File: src/rtl/branch_rs_if.sv
// Branch reservation-station scheduler interface.
// Optional statistics counters are present only when BRANCH_RS_STATS_EN is defined.
//
// Handshake semantics: dispatchValid is decode's "valid" for an RS write, and
// writeReq is the matching "ready". An allocation takes place on a rising clk
// edge where writeReq is non-zero. dispatchStall flags a cycle where dispatch
// is valid but cannot be accepted. On the issue side, selectReq is each entry's
// "valid" and execute is the branch unit's "ready". A grant (selected) is
// combinational, and it is consumed at the edge that ends the grant cycle.
interface branch_rs_if #(
    parameter int ENTRIES = 4,
    parameter int IDX     = $clog2(ENTRIES)
);
    logic               dispatchValid;
    logic [ENTRIES-1:0] busy;
    logic [ENTRIES-1:0] selectReq;
    logic               execute;
    logic               clear;
    logic               validCommit;
    logic [ENTRIES-1:0] writeReq;
    logic [ENTRIES-1:0] selected;
    logic               issueValid;
    logic [IDX-1:0]     issueIndex;
    logic               rsFull;
    logic               dispatchStall;
`ifdef BRANCH_RS_STATS_EN
    logic [15:0]        issueCount;
    logic [15:0]        stallCount;
`endif

    // Decode / entry / branch-unit side
    modport master (
        output dispatchValid, busy, selectReq, execute, clear, validCommit,
        input  writeReq, selected, issueValid, issueIndex, rsFull, dispatchStall
`ifdef BRANCH_RS_STATS_EN
        , input issueCount, stallCount
`endif
    );

    // Scheduler side
    modport slave (
        input  dispatchValid, busy, selectReq, execute, clear, validCommit,
        output writeReq, selected, issueValid, issueIndex, rsFull, dispatchStall
`ifdef BRANCH_RS_STATS_EN
        , output issueCount, stallCount
`endif
    );
endinterface

File: src/rtl/branch_rs_scheduler.sv
// Branch reservation-station scheduler: allocates free entries lowest-index
// first and issues the oldest ready entry using a registered age matrix.
// Optional feature macro: BRANCH_RS_STATS_EN (issue/stall saturating counters).
module branch_rs_scheduler #(
    parameter int ENTRIES = 4,
    parameter int IDX     = $clog2(ENTRIES)
) (
    input logic        clk,
    input logic        globalReset,
    branch_rs_if.slave rs
);

    // older_q[i][j] = 1 means entry i was allocated before entry j.
    // The diagonal is never set, so it reads as "not older than itself".
    logic [ENTRIES-1:0] older_q [ENTRIES];

    logic               flush;
    logic               rs_full;
    logic [ENTRIES-1:0] cand;
    logic [ENTRIES-1:0] write_req;
    logic [ENTRIES-1:0] blocked;
    logic [ENTRIES-1:0] sel;
    logic [IDX-1:0]     issue_idx;

    assign flush   = rs.clear & rs.validCommit;
    assign rs_full = &rs.busy;
    assign cand    = rs.selectReq & rs.busy;

    // Allocation: lowest-index free entry, suppressed on full, flush or reset
    always_comb begin
        logic found;
        write_req = '0;
        found     = 1'b0;
        for (int i = 0; i < ENTRIES; i++) begin
            if (!rs.busy[i] && !found) begin
                write_req[i] = 1'b1;
                found        = 1'b1;
            end
        end
        if (!rs.dispatchValid || rs_full || flush || globalReset)
            write_req = '0;
    end

    // Issue: a candidate loses to any older candidate, or to a lower-index
    // candidate when neither is older (only possible after reset/flush)
    always_comb begin
        blocked = '0;
        sel     = '0;
        for (int i = 0; i < ENTRIES; i++) begin
            for (int j = 0; j < ENTRIES; j++) begin
                if (cand[j] && (older_q[j][i] || (!older_q[i][j] && (j < i))))
                    blocked[i] = 1'b1;
            end
            sel[i] = cand[i] & ~blocked[i];
        end
        if (!rs.execute || flush || globalReset)
            sel = '0;
    end

    // Binary index of the one-hot grant; zero when nothing is granted
    always_comb begin
        issue_idx = '0;
        for (int i = 0; i < ENTRIES; i++) begin
            if (sel[i])
                issue_idx = issue_idx | IDX'(i);
        end
    end

    assign rs.writeReq      = write_req;
    assign rs.selected      = sel;
    assign rs.issueValid    = |sel;
    assign rs.issueIndex    = issue_idx;
    assign rs.rsFull        = rs_full;
    assign rs.dispatchStall = rs.dispatchValid & (rs_full | flush) & ~globalReset;

    // Age matrix: cleared by reset or flush; a new entry becomes younger than all others
    always_ff @(posedge clk) begin
        if (globalReset || flush) begin
            for (int i = 0; i < ENTRIES; i++)
                older_q[i] <= '0;
        end else begin
            for (int k = 0; k < ENTRIES; k++) begin
                if (write_req[k]) begin
                    for (int j = 0; j < ENTRIES; j++) begin
                        if (j != k) begin
                            older_q[k][j] <= 1'b0;
                            older_q[j][k] <= 1'b1;
                        end
                    end
                end
            end
        end
    end

`ifdef BRANCH_RS_STATS_EN
    logic [15:0] issue_cnt_q;
    logic [15:0] stall_cnt_q;

    // Saturating event counters; flush does not clear them
    always_ff @(posedge clk) begin
        if (globalReset) begin
            issue_cnt_q <= '0;
            stall_cnt_q <= '0;
        end else begin
            if (rs.issueValid && (issue_cnt_q != 16'hFFFF))
                issue_cnt_q <= issue_cnt_q + 16'd1;
            if (rs.dispatchStall && (stall_cnt_q != 16'hFFFF))
                stall_cnt_q <= stall_cnt_q + 16'd1;
        end
    end

    assign rs.issueCount = issue_cnt_q;
    assign rs.stallCount = stall_cnt_q;
`endif

endmodule

File: src/flat_wrapper.sv
// flat-port wrapper written by rule: the top's interface ports become plain ports
module branch_rs_scheduler_flat 
#(
    parameter int ENTRIES = 4,
    parameter int IDX     = $clog2(ENTRIES)
)
  (clk, globalReset, rs_dispatchValid, rs_busy, rs_selectReq, rs_execute, rs_clear, rs_validCommit, rs_writeReq, rs_selected, rs_issueValid, rs_issueIndex, rs_rsFull, rs_dispatchStall);
  branch_rs_if #(.ENTRIES(ENTRIES), .IDX(IDX)) rs_i ();
  input logic clk;
  input logic globalReset;
  input wire logic [$bits(rs_i.dispatchValid)-1:0] rs_dispatchValid;
  input wire logic [$bits(rs_i.busy)-1:0] rs_busy;
  input wire logic [$bits(rs_i.selectReq)-1:0] rs_selectReq;
  input wire logic [$bits(rs_i.execute)-1:0] rs_execute;
  input wire logic [$bits(rs_i.clear)-1:0] rs_clear;
  input wire logic [$bits(rs_i.validCommit)-1:0] rs_validCommit;
  output wire logic [$bits(rs_i.writeReq)-1:0] rs_writeReq;
  output wire logic [$bits(rs_i.selected)-1:0] rs_selected;
  output wire logic [$bits(rs_i.issueValid)-1:0] rs_issueValid;
  output wire logic [$bits(rs_i.issueIndex)-1:0] rs_issueIndex;
  output wire logic [$bits(rs_i.rsFull)-1:0] rs_rsFull;
  output wire logic [$bits(rs_i.dispatchStall)-1:0] rs_dispatchStall;
  assign rs_i.dispatchValid = rs_dispatchValid;
  assign rs_i.busy = rs_busy;
  assign rs_i.selectReq = rs_selectReq;
  assign rs_i.execute = rs_execute;
  assign rs_i.clear = rs_clear;
  assign rs_i.validCommit = rs_validCommit;
  assign rs_writeReq = rs_i.writeReq;
  assign rs_selected = rs_i.selected;
  assign rs_issueValid = rs_i.issueValid;
  assign rs_issueIndex = rs_i.issueIndex;
  assign rs_rsFull = rs_i.rsFull;
  assign rs_dispatchStall = rs_i.dispatchStall;
  branch_rs_scheduler #(.ENTRIES(ENTRIES), .IDX(IDX)) u_core (.clk(clk), .globalReset(globalReset), .rs(rs_i));
endmodule
File: config.mk
export PLATFORM = sky130hd
export DESIGN_NAME = branch_rs_scheduler_flat
export DESIGN_NICKNAME = d
export VERILOG_FILES = /design/src/rtl/branch_rs_if.sv /design/src/rtl/branch_rs_scheduler.sv /design/src/flat_wrapper.sv
export SDC_FILE = /design/constraint.sdc
export NUM_CORES = 1
export LEC_CHECK = 0
export ABC_AREA = 1
export CAP_MARGIN = 20
export CORE_MARGIN = 2
export CORE_UTILIZATION = 42
export CTS_BUF_LIST = sky130_fd_sc_hd__clkbuf_4 sky130_fd_sc_hd__clkbuf_8 sky130_fd_sc_hd__clkbuf_16
export DETAILED_ROUTE_END_ITERATION = 16
export DONT_BUFFER_PORTS = 1
export SKIP_LAST_GASP = 1
export SYNTH_ARGS = -nofsm -noshare
export SYNTH_HDL_FRONTEND = slang
export SYNTH_SLANG_ARGS = --single-unit
File: constraint.sdc
create_clock -name clk -period 1.6 [get_ports clk]
set_clock_uncertainty 0.05 [all_clocks]
set_input_delay 0.24 -clock clk [delete_from_list [all_inputs] [get_ports clk]]
set_output_delay 0.24 -clock clk [all_outputs]
set_load 0.02 [all_outputs]
# Word-level counts from Yosys, hierarchy flattened
# Memories as Yosys holds them, arrays and structs flattened.
# Index checks and enable logic that the tools add are counted.
[word_totals]
reg_bits = 0
ramBits = 16
elab_cells = 150
mem_count = 1
[classes]
mux = 65
n_bitwise = 38
reduce_logical = 46
[mem_list]
columns = ["memory", "depth", "width", "rd", "rd_clocked_by_memory_dff", "write_ports", "line_no", "source"]
rows = [
  ["u_core.older_q", 4, 4, 4, 0, 4, "branch_rs_scheduler.sv:15", "logic [ENTRIES-1:0] older_q [ENTRIES];"],
]
[op_table]
columns = ["cell", "count"]
rows = [
  ["$mux W1", 61],
  ["$or A1 B1 Y1", 25],
  ["$logic_and A1 B1 Y1", 19],
  ["$logic_not A1 Y1", 13],
  ["$logic_or A1 B1 Y1", 12],
  ["$mux W4", 2],
  ["$and A1 B1 Y1", 7],
  ["$not A1 Y1", 5],
  ["$and A4 B4 Y4", 1],
  ["$mux W2", 2],
  ["$reduce_and A4 Y1", 1],
  ["$reduce_or A4 Y1", 1],
]

# Depth between registers and ports, before layout
# Gate-level depths: netlist of run 1.
[logic_depth]
ltp_word = 15
depth_mapped = 7

# Worst setup path after synthesis of run 1
# No wires, ideal clock.
[synth_timing]
path_kind = "reg-to-output"
from = "memory u_core.older_q[0][1]"
to = "output port rs_issueValid"
arrival_ps = 1348
required_ps = 1310
path_slack_ps = -38
path_stages_with_launch = 8
path_buffers = 0
cell_sequence = "edfxtp_1 -> inv_1 -> nand2_1 -> nand2_1 -> nand2_1 -> nor3_1 -> nor2_1 -> nand2_1"
[synth_lines]
columns = ["element", "line_no", "source"]
rows = [
  ["start, declared", "branch_rs_scheduler.sv:15", ""],
  ["end, declared", "flat_wrapper.sv:19", "output wire logic [$bits(rs_i.issueValid)-1:0] rs_issueValid;"],
]

==> flow_summary.ini, run 1 <==
[outcome]
status = completed

[global_routing]
grt_pass1_wl_mm = 2.90
grt_use_total = 0.156
grt_max_degree = 9
grt_pass1_vias = 689
grt_antenna_before_repair = 0
gr-total-overflow = 0

[clocking]
cts_setup_buffers = 0
path_clk_slew_ns = 0.08
cts_buffer_depth = 2
cts.sinks = 12
htreeDepth = 1
cts_resized = 0
cts_tree = done
cts_hold_repair.buffers = 0
cts_buffers = 3
cts-root-buf = clkbuf_4
clk-insertion-delay-late_ns = 0.26

[sta]
relSlewSlack = 0.760
timing.final.ws_setup_ns = 0.0455
final.period_utilization = 0.972
maxSlewViolCount = 0
fmax_mhz = 643
rsz0062_at_grt = yes
min_period_ns = 1.55
holdWs_ns = 0.191
setup_viol = 0
hold_violations = 0
tightest_slew_ns = 0.359

[drt]
drt-vias-per-instance = 4.75
drc = 0
drt_first_iter_violations = 10
wirelength_mm = 1.71
drtAntennaViolNets = 0
via_count = 741
first_pass_iters = 4
avgRoutedWirePerCell_um = 11.0

[finish]
area_growth_pct = 17.8
layout-drive-gt1-share = 0.240
antenna_cells = 0
largest_reg_flops = 12
design_area_um2 = 995
regMostFlops = u_core.older_q
top_regs = u_core.older_q (12)
nets = 144
fillers = 204

[power]
sw_frac_of_total = 0.267
switchingPower_uw = 197
power_uw = 736
peakVddDrop_mv = 0.631
clkPwrFrac = 0.322
power_frac_seq = 0.502
power_leakage_uw = 0.000539
internal_power_uw = 540
p_comb_frac = 0.176
powerDensity_nw_per_um2 = 740

[placed_design]
portBuffers = 0
place_worst_setup_slack_ns = 0.232
gp_congestion = 0.850
place_area_um2 = 936
dp_hpwl_mm = 1.41

[floorplanning]
fp-row-count = 16
die_h_um = 48.8
die_area_um2 = 2390
coreArea_um2 = 1920
ios = 27
initial_core_util = 0.439
fp.dieW_um = 48.8

[yosys]
synth_area_um2 = 845
ys_ff_latch = 12
yosys.area.top_type = edfxtp_1
netlist_top_cells_area = edfxtp_1, nand2_1, inv_1, dfxtp_1, nand3_1
synthCells = 118
yosysTopAreaCellShare = 0.320
yosysSeqAreaShare = 0.391
ys_warn_count = 0
syn-num-nets = 132
yosysUniqueCellTypes = 18
synth.avg_cell_area_um2 = 7.16

[worst_hold_path]
holdPathStages = 3
hold_path.class = input pin to flip-flop
hp-start = rs_busy[1]

[setup_path]
end_kind = output port
reg2regPathDepth = 2
path_max_fanout = 2
startpoint_type = flip-flop
crit_start = u_core.older_q[3][2]
cp.arrival_ns = 1.26
worst-endpoint-required_ns = 1.31
worstReg2RegStart = u_core.older_q[2][0]
path_class = flip-flop to output port

[run]
max-cap-violations = 0
-- per-layer routing --
metal | up-vias | part of all wire | global-route usage
met5 | - | 0 | 0
met1 | 329 | 0.43 | 0.187
met3 | 4 | 0.060 | 0.0368
met4 | 0 | 0.011 | 0.0429
li1 | 383 | - | -
met2 | 25 | 0.50 | 0.279
-- worst max-delay path, cell delays in order, from the launching register on --
cell	delay, ns
edfxtp_1	0.40
nand3_2	0.10
nor2_1	0.05
nor2_2	0.13
nor2_2	0.06
nor2_2	0.14
nand2_2	0.12
-- kinds of logic (layout without fill, tap and decap cells) --
kind of cell | Yosys count | count (layout) | synth area share
flops | 12 | 12 | 0.391
compound gates | 3 | 3 | 0.0207
buf+inv | 26 | 37 | 0.116
simple gates | 77 | 77 | 0.473
-- metrics by stage --
step	setup TNS [ns]	std cells	util
after global placement	0	152	0.487
after floorplan	0	118	-
after detailed placement	0	152	0.487
final	0	156	0.518
after global routing	-0.0727	156	0.518
after CTS	0	156	0.506
-- power groups by stage --
stage	sequential, µW	combinational (µW)	clock (µW)
final	370	129	237
after global routing	372	147	257
after CTS	369	126	236
after detailed placement	376	126	0
after global placement	376	124	0
after floorplan	373	104	0
-- cell usage after synthesis --
master / number
a21oi_1: 1
nor2_8: 2
nand2_8: 1
nand3b_1: 1
inv_1: 25
o21bai_1: 1
nand2_2: 1
nor2_2: 1
nand3_1: 11
nor3_1: 3
o21ai_0: 1
inv_2: 1
edfxtp_1: 9
nand2_1: 39
nor2_1: 13
nor2_4: 3
dfxtp_1: 3
nand3_2: 2
-- final cells by class --
type | count | area, µm² | area share
inverters | 26 | 97.6 | 0.0981
clock buffers | 4 | 36.3 | 0.0365
multi-input cells | 80 | 444 | 0.447
well taps | 27 | 33.8 | 0.0340
flip-flops and latches | 12 | 330 | 0.332
repair buffers | 7 | 52.6 | 0.0528
-- layout by cell type, fill, tap and decap left out, drive strengths merged --
cell / instances
nand3b: 1
nor3: 3
edfxtp: 9
o21bai: 1
nand3: 13
buf: 7
dfxtp: 3
a21oi: 1
nor2: 19
clkbuf: 4
nand2: 41
inv: 26
o21ai: 1
-- worst paths after layout --
| path | slack, ns | end |
|---|---|---|
| setup / recovery | 0.05 | rs_issueValid |
| hold / removal | 0.19 | u_core.older_q[3][1] |
| setup reg to reg | 0.91 | u_core.older_q[2][0] |
| hold reg to reg | 0.43 | u_core.older_q[1][2] |
Note: power is estimated with default switching activity, not from simulation.
==> inputs of run 2 (changes only) <==
Settings changed: ABC_AREA 1 to 0, GPL_TIMING_DRIVEN set to 0.
==> flow_summary.ini, run 2 <==
[sta]
tightest_slew_ns = 0.447
fmax_mhz = 538
timing.final.ws_setup_ns = -0.260
min_period_ns = 1.86
final.period_utilization = 1.16
setup_viol = 6
fin_setup_tns_ns = -1.17
relSlewSlack = 0.701
rsz0062_at_grt = yes
hold_violations = 0
holdWs_ns = 0.109
maxSlewViolCount = 0

[clocking]
cts_buffer_depth = 2
cts_buffers = 3
path_clk_slew_ns = 0.09
cts_hold_repair.buffers = 0
clk-insertion-delay-late_ns = 0.28
htreeDepth = 1
cts-root-buf = clkbuf_4
cts_tree = done
cts.sinks = 12

[setup_path]
path_class = flip-flop to output port
cp.arrival_ns = 1.57
end_kind = output port
crit_start = u_core.older_q[2][3]
worst-endpoint-required_ns = 1.31
startpoint_type = flip-flop
path_max_fanout = 4
worstReg2RegStart = u_core.older_q[3][1]

[drt]
via_count = 743
drtAntennaViolNets = 0
first_pass_iters = 5
drc = 0
drt-vias-per-instance = 5.90
wirelength_mm = 1.80
drt_first_iter_violations = 15
avgRoutedWirePerCell_um = 14.2

[yosys]
netlist_top_cells_area = edfxtp_1, nand2_1, dfxtp_1, nor3b_1, nor3_1
synthMostInstantiatedCell = nand2_1
yosysTopAreaCellShare = 0.341
ys_warn_count = 0
async_flop_share = 0
ys_ff_latch = 12
synth-compound-area-share = 0.177
yosys.area.top_type = edfxtp_1
yosysSeqAreaShare = 0.417
synth_fa_ha_area_frac = 0
synthMuxAreaShare = 0
synth-xor-area-share = 0
synth_edf_count = 9
synthSimpleGateAreaFrac = 0.354
syn-num-nets = 111
yosysUniqueCellTypes = 27
synthFlopType = edfxtp_1
synth_top_family_by_area = simple AND/OR/NAND/NOR gates
synthCells = 97
synth.avg_cell_area_um2 = 8.17
synth_area_um2 = 792
synth_common_cells = nand2_1, edfxtp_1, inv_1

[outcome]
status = complete, but fails checks
violations = setup timing

[finish]
final_cell_mix = nand2_1, edfxtp_1, nor2_1
area_growth_pct = 14.2
layout-drive-gt1-share = 0.188
final_cells = 126
final_common_cell = nand2_1
nets = 116
top_regs = u_core.older_q (12)
antenna_cells = 0
regMostFlops = u_core.older_q
largest_reg_flops = 12
fillers = 184
design_area_um2 = 905

[worst_hold_path]
hp-start = globalReset
hold_path.class = input pin to flip-flop

[global_routing]
grt_pass1_vias = 660
gr-total-overflow = 0
grt_max_degree = 11
grt_antenna_before_repair = 0
grt_pass1_wl_mm = 2.91
grt_use_total = 0.187

[placed_design]
gp_congestion = 0.747
place_area_um2 = 823
placedCellCount = 122
dp_hpwl_mm = 1.42
portBuffers = 0

[power]
powerDensity_nw_per_um2 = 809
peakVddDrop_mv = 0.332
power_leakage_uw = 0.000373

[floorplanning]
die_h_um = 47.4
die_area_um2 = 2250
coreArea_um2 = 1750
initial_core_util = 0.454
fp-row-count = 15
fp.dieW_um = 47.4
ios = 27

[run]
max-cap-violations = 0
run 2: path summary, 6_finish.rpt:
check | slack (ns) | end | cells past startpoint
hold / removal | 0.11 | u_core.older_q[1][2] | 2
hold reg to reg | 0.46 | u_core.older_q[2][0] | 2
setup / recovery | -0.26 | rs_issueValid | 4
setup reg to reg | 0.85 | u_core.older_q[3][1] | 3
run 2: cell families (layout without fill, tap and decap cells):
family / count (synthesis) / in the layout
AOI/OAI and AO/OA: 20 / 20
and+or+nand+nor: 54 / 54
buffers and inverters: 11 / 15
DFF: 12 / 12
run 2: critical path, stage by stage (launching register included):
cell and delay (ns):
edfxtp_1 0.40, inv_1 0.08, a21oi_1 0.07, or4_4 0.53, nand4_1 0.21
run 2: metrics by stage:
step | util | total power (µW) | worst slack (ns)
floorplan | - | 460 | 0.00213
global placement | 0.472 | 480 | -0.165
detailed placement | 0.472 | 483 | -0.172
CTS | 0.510 | 733 | -0.273
global route | 0.518 | 768 | -0.320
finish | 0.518 | 732 | -0.260
run 2: cell type report:
class	instances	area, µm²	area share
Multi-Input combinational cell	74	459	0.508
Tap cell	25	31.3	0.0346
Sequential cell	12	332	0.367
Clock buffer	4	36.3	0.0401
Buffer	3	11.3	0.0124
Inverter	8	35.0	0.0387
run 2: layer usage:
| layer | global-route usage | share of wire |
|---|---|---|
| met1 | 0.254 | 0.42 |
| met5 | 0 | 0 |
| met2 | 0.292 | 0.49 |
| met4 | 0.0667 | 0.012 |
| met3 | 0.0453 | 0.085 |
run 2: where the power goes:
| part | internal [µW] | switching [µW] | leakage, µW | total [µW] |
|---|---|---|---|---|
| logic | 38.5 | 76.7 | 0.000231 | 115 |
| clock network | 138 | 110 | 0.0000210 | 248 |
| registers | 358 | 10.2 | 0.000121 | 369 |
| total | 535 | 197 | 0.000373 | 732 |
run 2: repair_timing:
item / in CTS / in global routing
buffers inserted: 0 / 0
cloned: 0 / 0
endpoints found under the setup margin: 10 / 10
resized for setup: 9 / 6
pin swaps: 1 / 2
==> inputs of run 3 (changes only) <==
Settings changed: CORE_ASPECT_RATIO set to 1.2, GPL_ROUTABILITY_DRIVEN set to 1, HOLD_SLACK_MARGIN set to 0.12.
==> flow_summary.ini, run 3 (same netlist as run 2, synthesis figures left out) <==
[global_routing]
grt_antenna_before_repair = 0
grt_pass1_vias = 700
grt_max_degree = 11
grt_use_total = 0.189
grt_pass1_wl_mm = 3.08
gr-total-overflow = 0

[floorplanning]
coreArea_um2 = 1810
fp.dieW_um = 43.6
initial_core_util = 0.438
die_area_um2 = 2250
fp-row-count = 17
die_h_um = 51.6
ios = 27

[power]
power_leakage_uw = 0.000384
peakVddDrop_mv = 0.586
p_comb_frac = 0.168
switchingPower_uw = 203
power_frac_seq = 0.497
sw_frac_of_total = 0.273
powerDensity_nw_per_um2 = 803
clkPwrFrac = 0.336
internal_power_uw = 541

[clocking]
cts-root-buf = clkbuf_4
cts_buffer_depth = 2
htreeDepth = 1
cts_setup_buffers = 0
path_clk_slew_ns = 0.09
cts_tree = done
clk-insertion-delay-late_ns = 0.28
cts.sinks = 12
cts_buffers = 3

[sta]
min_period_ns = 1.86
setup_viol = 6
maxSlewViolCount = 0
relSlewSlack = 0.669
hold_violations = 0
fmax_mhz = 536
timing.final.ws_setup_ns = -0.265
fin_setup_tns_ns = -1.05
final.period_utilization = 1.17
tightest_slew_ns = 0.497
rsz0062_at_grt = yes

[setup_path]
worst-endpoint-required_ns = 1.31
cp_slowest_cell = or4_4
end_kind = output port
cp_num_buf_inv = 0
cp_top_family = simple AND/OR/NAND/NOR gates
path_max_fanout = 4
cp.arrival_ns = 1.57
ff2ff_setup_slack_ns = 0.84
path_class = flip-flop to output port
cp_slowest_stage_delay_ns = 0.46
crit_chain = nor2b_1, o211ai_1, or4_4, nand4_1
startpoint_type = flip-flop

[drt]
drt-vias-per-instance = 6.07
drc = 0
avgRoutedWirePerCell_um = 15.6
first_pass_iters = 4
wirelength_mm = 1.89
via_count = 735
drtAntennaViolNets = 0
drt_first_iter_violations = 27

[outcome]
status = complete, but fails checks
violations = setup timing

[finish]
largest_reg_flops = 12
layout-drive-gt1-share = 0.235
nets = 117
final_cells = 121
final_cell_mix = nand2_1, edfxtp_1, nor2_1
final_common_cell = nand2_1
regMostFlops = u_core.older_q
top_regs = u_core.older_q (12)
area_growth_pct = 17.1
antenna_cells = 0

[placed_design]
placedCellCount = 116
gp_congestion = 0.806
dp_hpwl_mm = 1.40
portBuffers = 0

[run]
max-cap-violations = 0

[worst_hold_path]
hold_path.class = input pin to flip-flop
-- run 3: per-layer routing --
metal	share of wire	wire length [µm]	global-route usage
met5	0	0	0
met2	0.48	913	0.304
met1	0.43	823	0.242
met3	0.059	111	0.0208
met4	0.024	46	0.106
-- run 3: what timing repair did --
action	4_1_cts	5_1_grt
gates resized for setup	15	7
endpoints found under the hold margin	1	0
endpoints found under the setup margin	10	8
hold buffers	1	0
pin swaps	3	1
-- run 3: stage by stage --
stage / utilization / total power [µW] / hold slack, ns / setup WS [ns] / area (µm²)
floorplan: - / 460 / 0.383 / 0.00213 / 792
global placement: 0.451 / 481 / 0.406 / -0.224 / 816
detailed placement: 0.451 / 483 / 0.405 / -0.237 / 816
CTS: 0.503 / 734 / 0.135 / -0.239 / 910
global route: 0.513 / 770 / 0.156 / -0.298 / 927
finish: 0.513 / 744 / 0.134 / -0.265 / 927
-- run 3: area by class of cell --
class | count | area [µm²]
fillers | 178 | 881
plain buffers | 3 | 12.5
multi-input cells | 74 | 478
clock buffers | 4 | 36.3
well taps | 19 | 23.8
inverters | 8 | 35.0
repair buffers | 1 | 10.0
flip-flops and latches | 12 | 332
-- run 3: power by group through the flow --
stage / Sequential (µW) / Clock (µW) / Combinational [µW]
floorplan: 371 / 0 / 88.5
global placement: 374 / 0 / 106
detailed placement: 375 / 0 / 108
CTS: 368 / 246 / 120
global route: 372 / 260 / 138
finish: 369 / 250 / 125
-- run 3: final timing paths --
check,startpoint,end,depth (start not counted)
min reg2reg,u_core.older_q[2][0],u_core.older_q[2][0],2
min,globalReset,u_core.older_q[0][2],2
max reg2reg,u_core.older_q[3][1],u_core.older_q[3][1],3
max,u_core.older_q[3][1],rs_issueValid,4
